### src/rtl/infrared_conditioner.sv
// rtl/infrared_conditioner.sv - sync, debounce and tail/line-lost conditioning of the IR sensors.
// Optional LINE_LOST_HOLD_EN: hold last non-zero pattern for LOST_HOLD sample ticks before reporting loss.
module infrared_conditioner #(
  parameter int CLK_DIV   = 5000,
  parameter int DEB_LEN   = 4,
  parameter int TAIL_LEN  = 16,
  parameter int LOST_HOLD = 200
) (
  input  logic clk,
  input  logic rst,
  input  logic left_infrared,
  input  logic mid_left_infrared,
  input  logic mid_right_infrared,
  input  logic right_infrared,
  input  logic tail,
  output logic left_infrared_f,
  output logic mid_left_infrared_f,
  output logic mid_right_infrared_f,
  output logic right_infrared_f,
  output logic tail_stop,
  output logic line_lost,
  output logic sensor_change,
  output logic sample_tick
);

  localparam int PW = $clog2(CLK_DIV);
  localparam int DW = $clog2(DEB_LEN + 1);
  localparam int TW = $clog2(TAIL_LEN + 1);

  if (CLK_DIV < 2 || DEB_LEN < 1 || TAIL_LEN < 1 || LOST_HOLD < 1) begin : g_bad_params
    $error("infrared_conditioner: illegal parameter value");
  end

  // bit 4 is the tail sensor; bits 3..0 are the track pattern, left at the top
  logic [4:0]    sync1, sync2;
  logic [PW-1:0] presc;
  logic [3:0]    filt, filt_next;
  logic [3:0]    pres, pres_next;
  logic [DW-1:0] dcnt [4];
  logic [DW-1:0] dcnt_next [4];
  logic [TW-1:0] tail_cnt;

  always_comb begin
    filt_next = filt;
    for (int i = 0; i < 4; i++) begin
      dcnt_next[i] = dcnt[i];
      if (sample_tick) begin
        if (sync2[i] != filt[i]) begin
          if (dcnt[i] == DW'(DEB_LEN - 1)) begin
            filt_next[i] = ~filt[i];
            dcnt_next[i] = '0;
          end else begin
            dcnt_next[i] = dcnt[i] + DW'(1);
          end
        end else begin
          dcnt_next[i] = '0;
        end
      end
    end
  end

  always_ff @(posedge clk) begin
    if (rst) begin
      sync1         <= '0;
      sync2         <= '0;
      presc         <= '0;
      sample_tick   <= 1'b0;
      filt          <= '0;
      pres          <= '0;
      tail_cnt      <= '0;
      tail_stop     <= 1'b0;
      line_lost     <= 1'b0;
      sensor_change <= 1'b0;
      for (int i = 0; i < 4; i++) dcnt[i] <= '0;
    end else begin
      sync1 <= {tail, left_infrared, mid_left_infrared, mid_right_infrared, right_infrared};
      sync2 <= sync1;
      if (presc == PW'(CLK_DIV - 1)) presc <= '0;
      else                           presc <= presc + PW'(1);
      sample_tick <= (presc == PW'(CLK_DIV - 1));
      filt <= filt_next;
      for (int i = 0; i < 4; i++) dcnt[i] <= dcnt_next[i];
      // line_lost and the change strobe are registered alongside the pattern they describe
      pres          <= pres_next;
      line_lost     <= ~|pres_next;
      sensor_change <= (pres_next != pres);
      if (sample_tick && !tail_stop) begin
        if (sync2[4]) begin
          if (tail_cnt == TW'(TAIL_LEN - 1)) begin
            tail_stop <= 1'b1;
            tail_cnt  <= TW'(TAIL_LEN);
          end else begin
            tail_cnt <= tail_cnt + TW'(1);
          end
        end else begin
          tail_cnt <= '0;
        end
      end
    end
  end

`ifdef LINE_LOST_HOLD_EN
  localparam int HW = $clog2(LOST_HOLD + 1);

  typedef enum logic {IDLE, HOLD} state_t;
  state_t        state, state_next;
  logic [HW-1:0] hold_cnt, hold_next;

  always_ff @(posedge clk) begin
    if (rst) begin
      state    <= IDLE;
      hold_cnt <= '0;
    end else begin
      state    <= state_next;
      hold_cnt <= hold_next;
    end
  end

  always_comb begin
    state_next = state;
    hold_next  = hold_cnt;
    pres_next  = pres;
    case (state)
      IDLE: begin
        pres_next = filt_next;
        if (filt_next == 4'b0000 && pres != 4'b0000) begin
          pres_next  = pres;
          state_next = HOLD;
          hold_next  = '0;
        end
      end
      HOLD: begin
        // the tick that caused entry is not counted; only later ticks age the hold
        if (filt_next != 4'b0000) begin
          pres_next  = filt_next;
          state_next = IDLE;
          hold_next  = '0;
        end else if (sample_tick) begin
          if (hold_cnt == HW'(LOST_HOLD - 1)) begin
            pres_next  = 4'b0000;
            state_next = IDLE;
            hold_next  = '0;
          end else begin
            hold_next = hold_cnt + HW'(1);
          end
        end
      end
      default: state_next = IDLE;
    endcase
  end
`else
  assign pres_next = filt_next;
`endif

  assign left_infrared_f      = pres[3];
  assign mid_left_infrared_f  = pres[2];
  assign mid_right_infrared_f = pres[1];
  assign right_infrared_f     = pres[0];

endmodule

### config.mk
export PLATFORM = sky130hd
export DESIGN_NAME = infrared_conditioner
export DESIGN_NICKNAME = d
export VERILOG_FILES = /design/src/rtl/infrared_conditioner.sv
export SDC_FILE = /design/constraint.sdc
export NUM_CORES = 1
export LEC_CHECK = 0
export CORE_MARGIN = 2
export CORE_UTILIZATION = 56
export CTS_CLUSTER_DIAMETER = 80
export DETAILED_ROUTE_END_ITERATION = 8
export PLACE_DENSITY = 0.77
export SYNTH_ARGS = -nofsm -noshare
export SYNTH_HDL_FRONTEND = slang
export SYNTH_SLANG_ARGS = --single-unit
### constraint.sdc
create_clock -name clk -period 2.3 [get_ports clk]
set_input_delay 0.345 -clock clk [delete_from_list [all_inputs] [get_ports clk]]
set_output_delay 0.345 -clock clk [all_outputs]
set_load 0.02 [all_outputs]
; Word-level counts from Yosys, hierarchy flattened
; Memory sizes are Yosys's and may differ from the RTL's.
; Index checks and enable logic that the tools add are counted.
[word_totals]
register_bits = 36
mem_bits_rw = 12
inputBits = 7
output_inout_bits = 8
word_cells = 74
memories = 1
[mem_list]
columns = name, depth, word_bits, rd, rd_ports_with_merged_regs, write_ports, line_no
row1 = dcnt, 4, 3, 4, 0, 4, 39  ; logic [DW-1:0] dcnt [4];
[classes]
addsub = 6
n_eq_ne = 11
n_mux = 33
bitwise = 8
n_reduce_logical = 6
[ops]
columns = op, count
row1 = 3-bit two-way mux, 16
row2 = 1-bit two-way mux, 15
row3 = "13-bit by 1-bit adder with 13-bit output, second input constant", 1
row4 = "13-bit == test, second input constant", 1
row5 = "3-bit by 1-bit adder with 3-bit output, second input constant", 4
row6 = "3-bit by 2-bit == test with 1-bit output, second input constant", 4
row7 = 5-bit two-way mux, 2
row8 = "5-bit by 1-bit adder with 5-bit output, second input constant", 1
row9 = "5-bit by 4-bit == test with 1-bit output, second input constant", 1
row10 = 1-bit inequality test, 4
row11 = 4-bit inequality test, 1
row12 = 1-bit inverter, 4
row13 = 1-bit OR, 4
row14 = 4-bit OR reduction, 1
row15 = 3-bit AND reduction, 1
row16 = 1-bit logical NOT, 2
row17 = 2-bit OR reduction, 1
row18 = 1-bit logical AND, 1

; Depth between registers and ports, before layout
; Gate-level depths: netlist of run 1.
[logic_depth]
word_depth = 6
mapped_depth = 7

; Least setup slack after synthesis of run 1
; No wires, ideal clock.
[synth_path]
kind = reg-to-reg
start = reg presc[5]
end = reg presc[12]
arrival_ns = 1.591
required_time_ns = 2.185
path_slack_ns = 0.595
stages_incl_launch_ff = 6
n_path_buf = 1
synth_period_minus_slack_ns = 1.705
path_cell_list = dfxtp_1 or4b_1 or4_4 nand2b_2 buf_6 nor2_1
[synth_between]
elab_chain_len = 2
[synth_lines]
columns = item, line_no
row1 = "start, declared", 36  ; logic [PW-1:0] presc;
row2 = "start signal, assigned", 79  ; else presc <= presc + PW'(1);
row3 = "parallel branches: the longest is 2 deep, another holds 13-bit by 1-bit adder with 13-bit output", n/a
; Parallel ways; which one is timed is not known.
; A chain may end at the register's enable or synchronous reset.

; Worst setup path in the final report of run 1
[layout_path]
start = reg presc[5]
end = reg presc[5]
; The elaborated chain is that of the path after synthesis.

==> reports/results.ini, run 1 <==
[cells_and_area]
nets = 239
layout-drive-gt1-share = 0.0536
area_growth_pct = 12.6
fillCellCount = 276
stdcell_area_mm2 = 0.00221
postLayoutCoreUtil = 0.661
antenna_cells = 0

[timing]
skew_ns = 0.00555
fin_ws_ns = 0.494
finalSetupViolCount = 0
maxSlewViolCount = 0
period_share = 0.785
holdWs_ns = 0.453
relSlewSlack = 0.774
hold_viol_final = 0
setup_tns_ns = 0
rsz0062_at_grt = no
finalCriticalPeriod_ns = 1.81
fmax_ghz = 0.554
worstMarginPinSlew_ns = 0.336

[setup_path]
path_max_fanout = 11
setup.worst_path.class = reg -> reg
worst_ep_required_time_ns = 2.55
start_kind = flip-flop
cp-end-kind = flip-flop
cp.arrival_ns = 2.05

[drt]
vias = 1415
vias_per_cell = 5.24
dr.pass1.iters = 4
antenna_left = 0
dr.first_iter.drc_count = 62
routed_wl_mm = 3.29
drc = 0
routedWlPerCell_um = 12.2

[outcome]
status = completed

[yosys]
syn_area_mm2 = 0.00196
ys.flop_type = dfxtp_1
yosysWarnings = 0
syn-num-nets = 224
async_flop_share = 0
ys_seq_area_frac = 0.490
synth_edf_count = 0
synth_area_per_cell_um2 = 9.34
syn_inst = 210
synth-seq-cells = 48
ys_types = 31

[floorplanning]
die-width_um = 63.2
ios = 15
core_area_mm2 = 0.00334
die_h_um = 63.2
start_util = 0.588
rows = 21
die-area_mm2 = 0.00399

[global_route]
overflow = 0
track_usage = 0.193
grt_pass1_vias = 1417
grt_max_degree = 27
grt_pass1_wl_mm = 6.09
antenna_found_initial = 0

[power_and_ir_drop]
p_leak_nw = 0.815
p_per_area_mw_per_mm2 = 614
ir_drop_v = 0.000353

[clock_tree]
cts_sinks = 48
cts_max_path_buffers = 2
cts_setup_buffers = 0
htree_levels = 2
cts_resized = 0
clkLatencyLatePin_ns = 0.35
clk_pin_slew_ns = 0.12
root_buffer = clkbuf_4
cts_tree = built
cts_buffers = 5
cts_hold_buf = 0

[min_path]
min_path_type = reg -> reg

[place]
postPlaceCellArea_mm2 = 0.00214
dpl.hpwl_mm = 2.42
port_buffers = 14
dpl_worst_slack_ns = 0.516
place_congestion = 0.851

[job]
maxCapViolCount = 0

-- cells in the final DEF (no fill, tap or decap), drive strengths merged, types with 2 or more instances in the layout --
cell type / Yosys / layout
inv: 7 / 7
dfxtp: 48 / 48
nand3b: 8 / 8
nand3: 4 / 4
clkbuf: 8 / 5
nor3b: 4 / 4
nand2b: 8 / 8
and3b: 2 / 2
clkdlybuf4s50: 0 / 14
xor2: 3 / 3
o21a: 2 / 2
nand2: 5 / 5
nor2b: 15 / 15
buf: 1 / 3
nor4: 2 / 2
ha: 7 / 7
mux2i: 6 / 6
nand4: 5 / 5
xnor2: 12 / 12
a31oi: 2 / 2
nor2: 29 / 29
nor3: 10 / 10
o21ai: 4 / 4
a21oi: 11 / 11
-- layout make-up --
cell class	instances	area [µm²]	share of cell area
flip-flops and latches	48	961	0.435
multi-input cells	146	932	0.422
repair buffers	17	163	0.0737
well taps	46	57.6	0.0261
clock buffers	5	37.5	0.0170
clock inverters	1	30.0	0.0136
inverters	7	26.3	0.0119
-- critical path, cell delays in order, from the launching register on --
cell and delay [ns]:
dfxtp_1 0.36, or4b_1 0.53, or4_4 0.53, nand2b_2 0.20
nor2_1 0.08
-- through the flow --
step,power [W],cells
4_1_cts,0.00137,270
6_report,0.00135,270
5_1_grt,0.00142,270
3_3_place_gp,0.000919,264
3_5_place_dp,0.000922,264
2_1_floorplan,0.000902,210
-- metal layers --
metal / track usage / routed length, µm / up-vias
met5: 0 / 0 / -
met4: 0.0761 / 51 / 0
met3: 0.0625 / 118 / 7
met2: 0.328 / 1650 / 28
met1: 0.224 / 1470 / 651
li1: - / - / 729
-- registers in the layout (all words and copies together) (netlist names) --
name           count
sync2              5
line_lost          1
presc             13
sync1              5
tail_cnt           5
pres               4
tail_stop          1
sensor_change      1
dcnt              12
sample_tick        1
-- cells by family after synthesis --
family,synth area share
XOR/XNOR,0.0670
buffers and inverters,0.0345
AO/OA/AOI/OAI,0.0593
multiplexers,0.0306
adder cells (fa/ha/maj),0.0447
AND/OR/NAND/NOR,0.274
flip-flops,0.490
-- cell usage after synthesis, types with 2 or more instances --
| library cell | number | area share |
|---|---|---|
| nor2b_1 | 15 | 0.048 |
| nand3_1 | 4 | 0.010 |
| nand2_1 | 5 | 0.0096 |
| nor4_1 | 2 | 0.0064 |
| o21ai_0 | 4 | 0.010 |
| inv_1 | 7 | 0.013 |
| a21oi_1 | 11 | 0.028 |
| nand4_1 | 5 | 0.016 |
| nor3b_1 | 4 | 0.015 |
| dfxtp_1 | 48 | 0.49 |
| nand2b_1 | 7 | 0.022 |
| ha_1 | 7 | 0.045 |
| a31oi_1 | 2 | 0.0064 |
| clkbuf_1 | 8 | 0.015 |
| xnor2_1 | 12 | 0.054 |
| nand3b_1 | 8 | 0.031 |
| xor2_1 | 3 | 0.013 |
| o21a_1 | 2 | 0.0077 |
| nor2_1 | 29 | 0.056 |
| and3b_1 | 2 | 0.0089 |
| mux2i_1 | 6 | 0.031 |
| nor3_1 | 10 | 0.026 |
-- power by group --
group	internal (W)	switching [W]	leakage, nW
clock	0.000218	0.000235	0.0371
sequential	0.000845	0.00000684	0.390
combinational	0.0000254	0.0000253	0.389
-- worst paths after layout --
path / from / endpoint / slack, ns / cells after the start
hold reg to reg: sync1[3]$_SDFF_PP0_ / sync2[3]$_SDFF_PP0_ / 0.45 / 1
hold / removal: sync1[3]$_SDFF_PP0_ / sync2[3]$_SDFF_PP0_ / 0.45 / 1
setup / recovery: presc[5]$_SDFF_PP0_ / presc[5]$_SDFF_PP0_ / 0.49 / 4
setup reg to reg: presc[5]$_SDFF_PP0_ / presc[5]$_SDFF_PP0_ / 0.49 / 4
Power figures use the tool's default switching activity.
==> run 2, diff against run 1 <==
Clock period 2.3 ns to 1.7 ns, I/O delays scaled along.
==> run 2 against run 1 <==
- critical path depth is the same
- wire length grew 14%
- fmax grew 8.0%
- largest power group unchanged
- total power grew 40%
- largest cell class is now multi-input combinational cells
==> reports/results.ini, run 2 (synthesized netlist as in run 1, its figures left out) <==
[timing]
finalSetupViolCount = 0
finalCriticalPeriod_ns = 1.67
hold_viol_final = 0
maxSlewViolCount = 0
skew_ns = 0.0116
worstMarginPinSlew_ns = 0.431
period_share = 0.984
relSlewSlack = 0.712
fmax_ghz = 0.598

[global_route]
use_met2 = 0.359
grt_pass1_wl_mm = 6.36
grt_pass1_vias = 1481
grtUsageMet1 = 0.223
antenna_found_initial = 0
overflow = 0
grt-busiest-layer = met2
track_usage = 0.204
grt_util_met3 = 0.0625
grt_max_degree = 26

[cells_and_area]
layout_common_cells = 44 x dfxtp_1, 28 x nor2_1, 15 x nor2b_1, 13 x clkdlybuf4s50_1, 12 x xnor2_1
fillCellCount = 275
top_regs = presc (13), dcnt (12)
largest-register = presc
area_growth_pct = 18.1
largest_reg_flops = 13
antenna_cells = 0
layout-drive-gt1-share = 0.121
nets = 245
final_common_cell = dfxtp_1
layout.cells.non_filler = 278

[clock_tree]
clkLatencyLatePin_ns = 0.37
cts_buffers = 5
cts_max_path_buffers = 2
root_buffer = clkbuf_4
clk_pin_slew_ns = 0.14
htree_levels = 2
cts_sinks = 48
cts_tree = built

[floorplanning]
rows = 21
die-width_um = 63.2
core_area_mm2 = 0.00334
die-area_mm2 = 0.00399
ios = 15
start_util = 0.588
die_h_um = 63.2

[setup_path]
cp-end-kind = flip-flop
r2r_slack_ns = 0.03
crit_buf_inv = 0
crit_chain = or4b_1 -> or4_4 -> nand2b_4 -> nor2_1
critPathMaxStageDelay_ns = 0.55
start_kind = flip-flop
setup.worst_path.class = reg -> reg
worst_ep_required_time_ns = 1.97
cp.arrival_ns = 1.94
path_max_fanout = 6
cp_top_family = simple AND/OR/NAND/NOR gates
slowest_stage = or4b_1

[place]
place_congestion = 0.760
numPlacedInstances = 266
port_buffers = 14
dpl.hpwl_mm = 2.62

[outcome]
status = completed

[drt]
drc = 0
vias = 1487
vias_per_cell = 5.35
routed_wl_mm = 3.75
dr.pass1.iters = 4
dr.first_iter.drc_count = 56
antenna_left = 0
routedWlPerCell_um = 13.5

[power_and_ir_drop]
ir_drop_v = 0.000696
p_per_area_mw_per_mm2 = 817
power.total_w = 0.00189
p_leak_nw = 0.884

[min_path]
min_path_type = in -> reg

[job]
maxCapViolCount = 0

## run 2: cell count changes in the layout (fill, tap and decap cells not counted), moves of 3 or more
cell,before,now
buf_4,3,8
dfxtp_1,48,44
dfxtp_4,0,3
nand2b_4,0,3
## run 2: routing by layer
layer | share of wire | vias to the layer above
met5 | 0 | -
met3 | 0.030 | 14
met1 | 0.43 | 703
met4 | 0.031 | 0
li1 | - | 749
met2 | 0.51 | 21
## run 2: metrics by stage
step	setup WS, ns	hold WS (ns)	setup TNS [ns]	area, µm²	util
after floorplan	0.0124	0.383	0	1970	-
after global placement	0.0799	0.423	0	2160	0.647
after detailed placement	-0.000184	0.426	-0.000184	2160	0.647
after CTS	0.00350	0.415	0	2250	0.674
after global routing	-0.00544	0.413	-0.00559	2320	0.694
final	0.0278	0.422	0	2320	0.694
## run 2: final timing paths
path,from,endpoint,cells past startpoint
max,presc[5]$_SDFF_PP0_,presc[9]$_SDFF_PP0_,4
min,left_infrared,sync1[3]$_SDFF_PP0_,2
max reg2reg,presc[5]$_SDFF_PP0_,presc[9]$_SDFF_PP0_,4
min reg2reg,presc[0]$_SDFF_PP0_,presc[0]$_SDFF_PP0_,1
## run 2: area by class of cell
cell class / instances / area (µm²) / share of cell area
multi-input cells: 147 / 976 / 0.421
clock inverters: 3 / 42.5 / 0.0184
inverters: 7 / 26.3 / 0.0113
clock buffers: 5 / 37.5 / 0.0162
well taps: 46 / 57.6 / 0.0249
repair buffers: 22 / 203 / 0.0875
flip-flops and latches: 48 / 973 / 0.420
## run 2: report_power, final
group / switching, W / total [W] / internal [W]
logic: 0.0000377 / 0.0000773 / 0.0000397
registers: 0.0000103 / 0.00115 / 0.00114
clock network: 0.000359 / 0.000666 / 0.000307
total: 0.000407 / 0.00189 / 0.00149
## run 2: what timing repair did
action                                  4_1_cts  5_1_grt
pin swaps                                     0        2
resized for setup                             1       15
hold buffers                                  0        0
buffers inserted                              0        3
cloned                                        1        0
endpoints found under the setup margin       11       15
==> run 3, diff against run 2 <==
Settings changed: CORE_MARGIN 2 to default.
==> run 3 against run 2 <==
- die area decreased by 6.2%
- clock power increased by 3.3%
- non-clock buffer count decreased by 1
- sequential share of layout area increased by 0.31 points
- count of clock-buffer cells in the layout unchanged
- register-to-register slack about the same
- wire length decreased by 14%
- flip-flop and latch count unchanged
- clock skew decreased by 0.0063 ns
- hold slack improved by 0.010 ns
- first-iteration DRC count increased by 36%
==> reports/results.ini, run 3 (synthesized netlist as in run 1, its figures left out) <==
[cells_and_area]
nets = 244
layout_common_cells = 45 x dfxtp_1, 29 x nor2_1, 15 x nor2b_1, 13 x clkdlybuf4s50_1, 12 x xnor2_1
stdcell_area_mm2 = 0.00228
postLayoutCoreUtil = 0.683
largest_reg_flops = 13
layout-drive-gt1-share = 0.104
area_growth_pct = 16.2
antenna_cells = 0
largest-register = presc
top_regs = presc (13), dcnt (12)
final_common_cell = dfxtp_1

[clock_tree]
cts_tree = built
cts_max_path_buffers = 2
htree_levels = 2
cts_buffers = 5
clk_pin_slew_ns = 0.14
root_buffer = clkbuf_4
cts_sinks = 48
cts_hold_buf = 0
clkLatencyLatePin_ns = 0.36

[global_route]
grt_pass1_wl_mm = 5.20
track_usage = 0.191
antenna_found_initial = 0
grt_pass1_vias = 1284
overflow = 0
grt_max_degree = 26

[floorplanning]
start_util = 0.588
die_h_um = 61.2
ios = 15
rows = 21
core_area_mm2 = 0.00334
die-area_mm2 = 0.00374
die-width_um = 61.2

[setup_path]
r2r-start = presc[4]$_SDFF_PP0_
timing.rr.end = presc[8]$_SDFF_PP0_
start_kind = flip-flop
setup.worst_path.class = reg -> reg
r2r_cells = 4
cp-end-kind = flip-flop
worst_ep_required_time_ns = 1.97
r2r_slack_ns = 0.04
path_max_fanout = 5
cp.arrival_ns = 1.93

[power_and_ir_drop]
p_seq_frac = 0.602
p_per_area_mw_per_mm2 = 840
clkPwrFrac = 0.359
power.total_w = 0.00191
power.switching_w = 0.000417
p_leak_nw = 0.868
power_frac_comb = 0.039
p_int_w = 0.00150
power.share.switching = 0.218
ir_drop_v = 0.000986

[timing]
worstMarginPinSlew_ns = 0.327
relSlewSlack = 0.781
skew_ns = 0.00526
rsz0062_at_grt = yes
period_share = 0.978
finalSetupViolCount = 0
hold_viol_final = 0
finalCriticalPeriod_ns = 1.66
holdWs_ns = 0.432
fin_ws_ns = 0.0377
maxSlewViolCount = 0
fmax_ghz = 0.602

[place]
dpl.hpwl_mm = 2.34
postPlaceCellArea_mm2 = 0.00217
place_congestion = 0.803
port_buffers = 14
dpl_worst_slack_ns = 0.0333

[drt]
dr.first_iter.drc_count = 76
vias = 1456
routedWlPerCell_um = 11.6
antenna_left = 0
drc = 0
routed_wl_mm = 3.21
dr.pass1.iters = 4
vias_per_cell = 5.26

[outcome]
status = completed

[min_path]
whs_path_depth = 2
min_path_type = in -> reg
hold_end = sync1[1]$_SDFF_PP0_
min_from = mid_right_infrared

[job]
maxCapViolCount = 0

-- run 3: timing repair --
action,in CTS,in global routing
buffers inserted,0,1
endpoints found under the setup margin,0,14
resized for setup,0,6
endpoints found under the hold margin,0,0
-- run 3: layer usage --
layer	share of wire	global-route usage	up-vias
met5	0	0	-
met4	0.015	0.0779	0
met3	0.033	0.0567	5
met2	0.50	0.326	27
met1	0.45	0.223	673
li1	-	-	751
-- run 3: layout make-up --
type,instances,area (µm²)
timing repair buffer,21,195
inverter,7,26.3
multi-input combinational,147,951
fill,264,1060
clock buffer,5,37.5
clock inverter,3,46.3
tap,46,57.6
sequential,48,965
-- run 3: worst max-delay path by stage --
stage	slack (ns)	startpoint	to
final	0.04	presc[4]$_SDFF_PP0_	presc[8]$_SDFF_PP0_
after CTS	0.02	presc[4]$_SDFF_PP0_	presc[11]$_SDFF_PP0_
after detailed placement	0.03	presc[4]$_SDFF_PP0_	presc[11]$_SDFF_PP0_
after global placement	0.08	presc[4]$_SDFF_PP0_	presc[8]$_SDFF_PP0_
after floorplan	0.01	presc[3]$_SDFF_PP0_	presc[12]$_SDFF_PP0_
after global routing	-0.007	presc[3]$_SDFF_PP0_	presc[8]$_SDFF_PP0_
-- run 3: worst max-delay path, cell delays in order (launching register included) --
cell and delay [ns]:
dfxtp_2 0.37, or3_2 0.44, or4_4 0.57, nand2b_2 0.14, nor2_1 0.06
-- run 3: metrics by stage --
step	TNS, ns	instances
after floorplan	0	210
after global placement	0	267
after detailed placement	0	267
after CTS	0	275
after global routing	-0.0176	277
final	0	277
-- run 3: power by group through the flow --
stage	clock, W	combinational, W	sequential, W
5_1_grt	0.000756	0.0000821	0.00116
2_1_floorplan	0	0.0000449	0.00118
3_3_place_gp	0	0.0000721	0.00118
3_5_place_dp	0	0.0000733	0.00118
6_report	0.000688	0.0000743	0.00115
4_1_cts	0.000702	0.0000735	0.00115
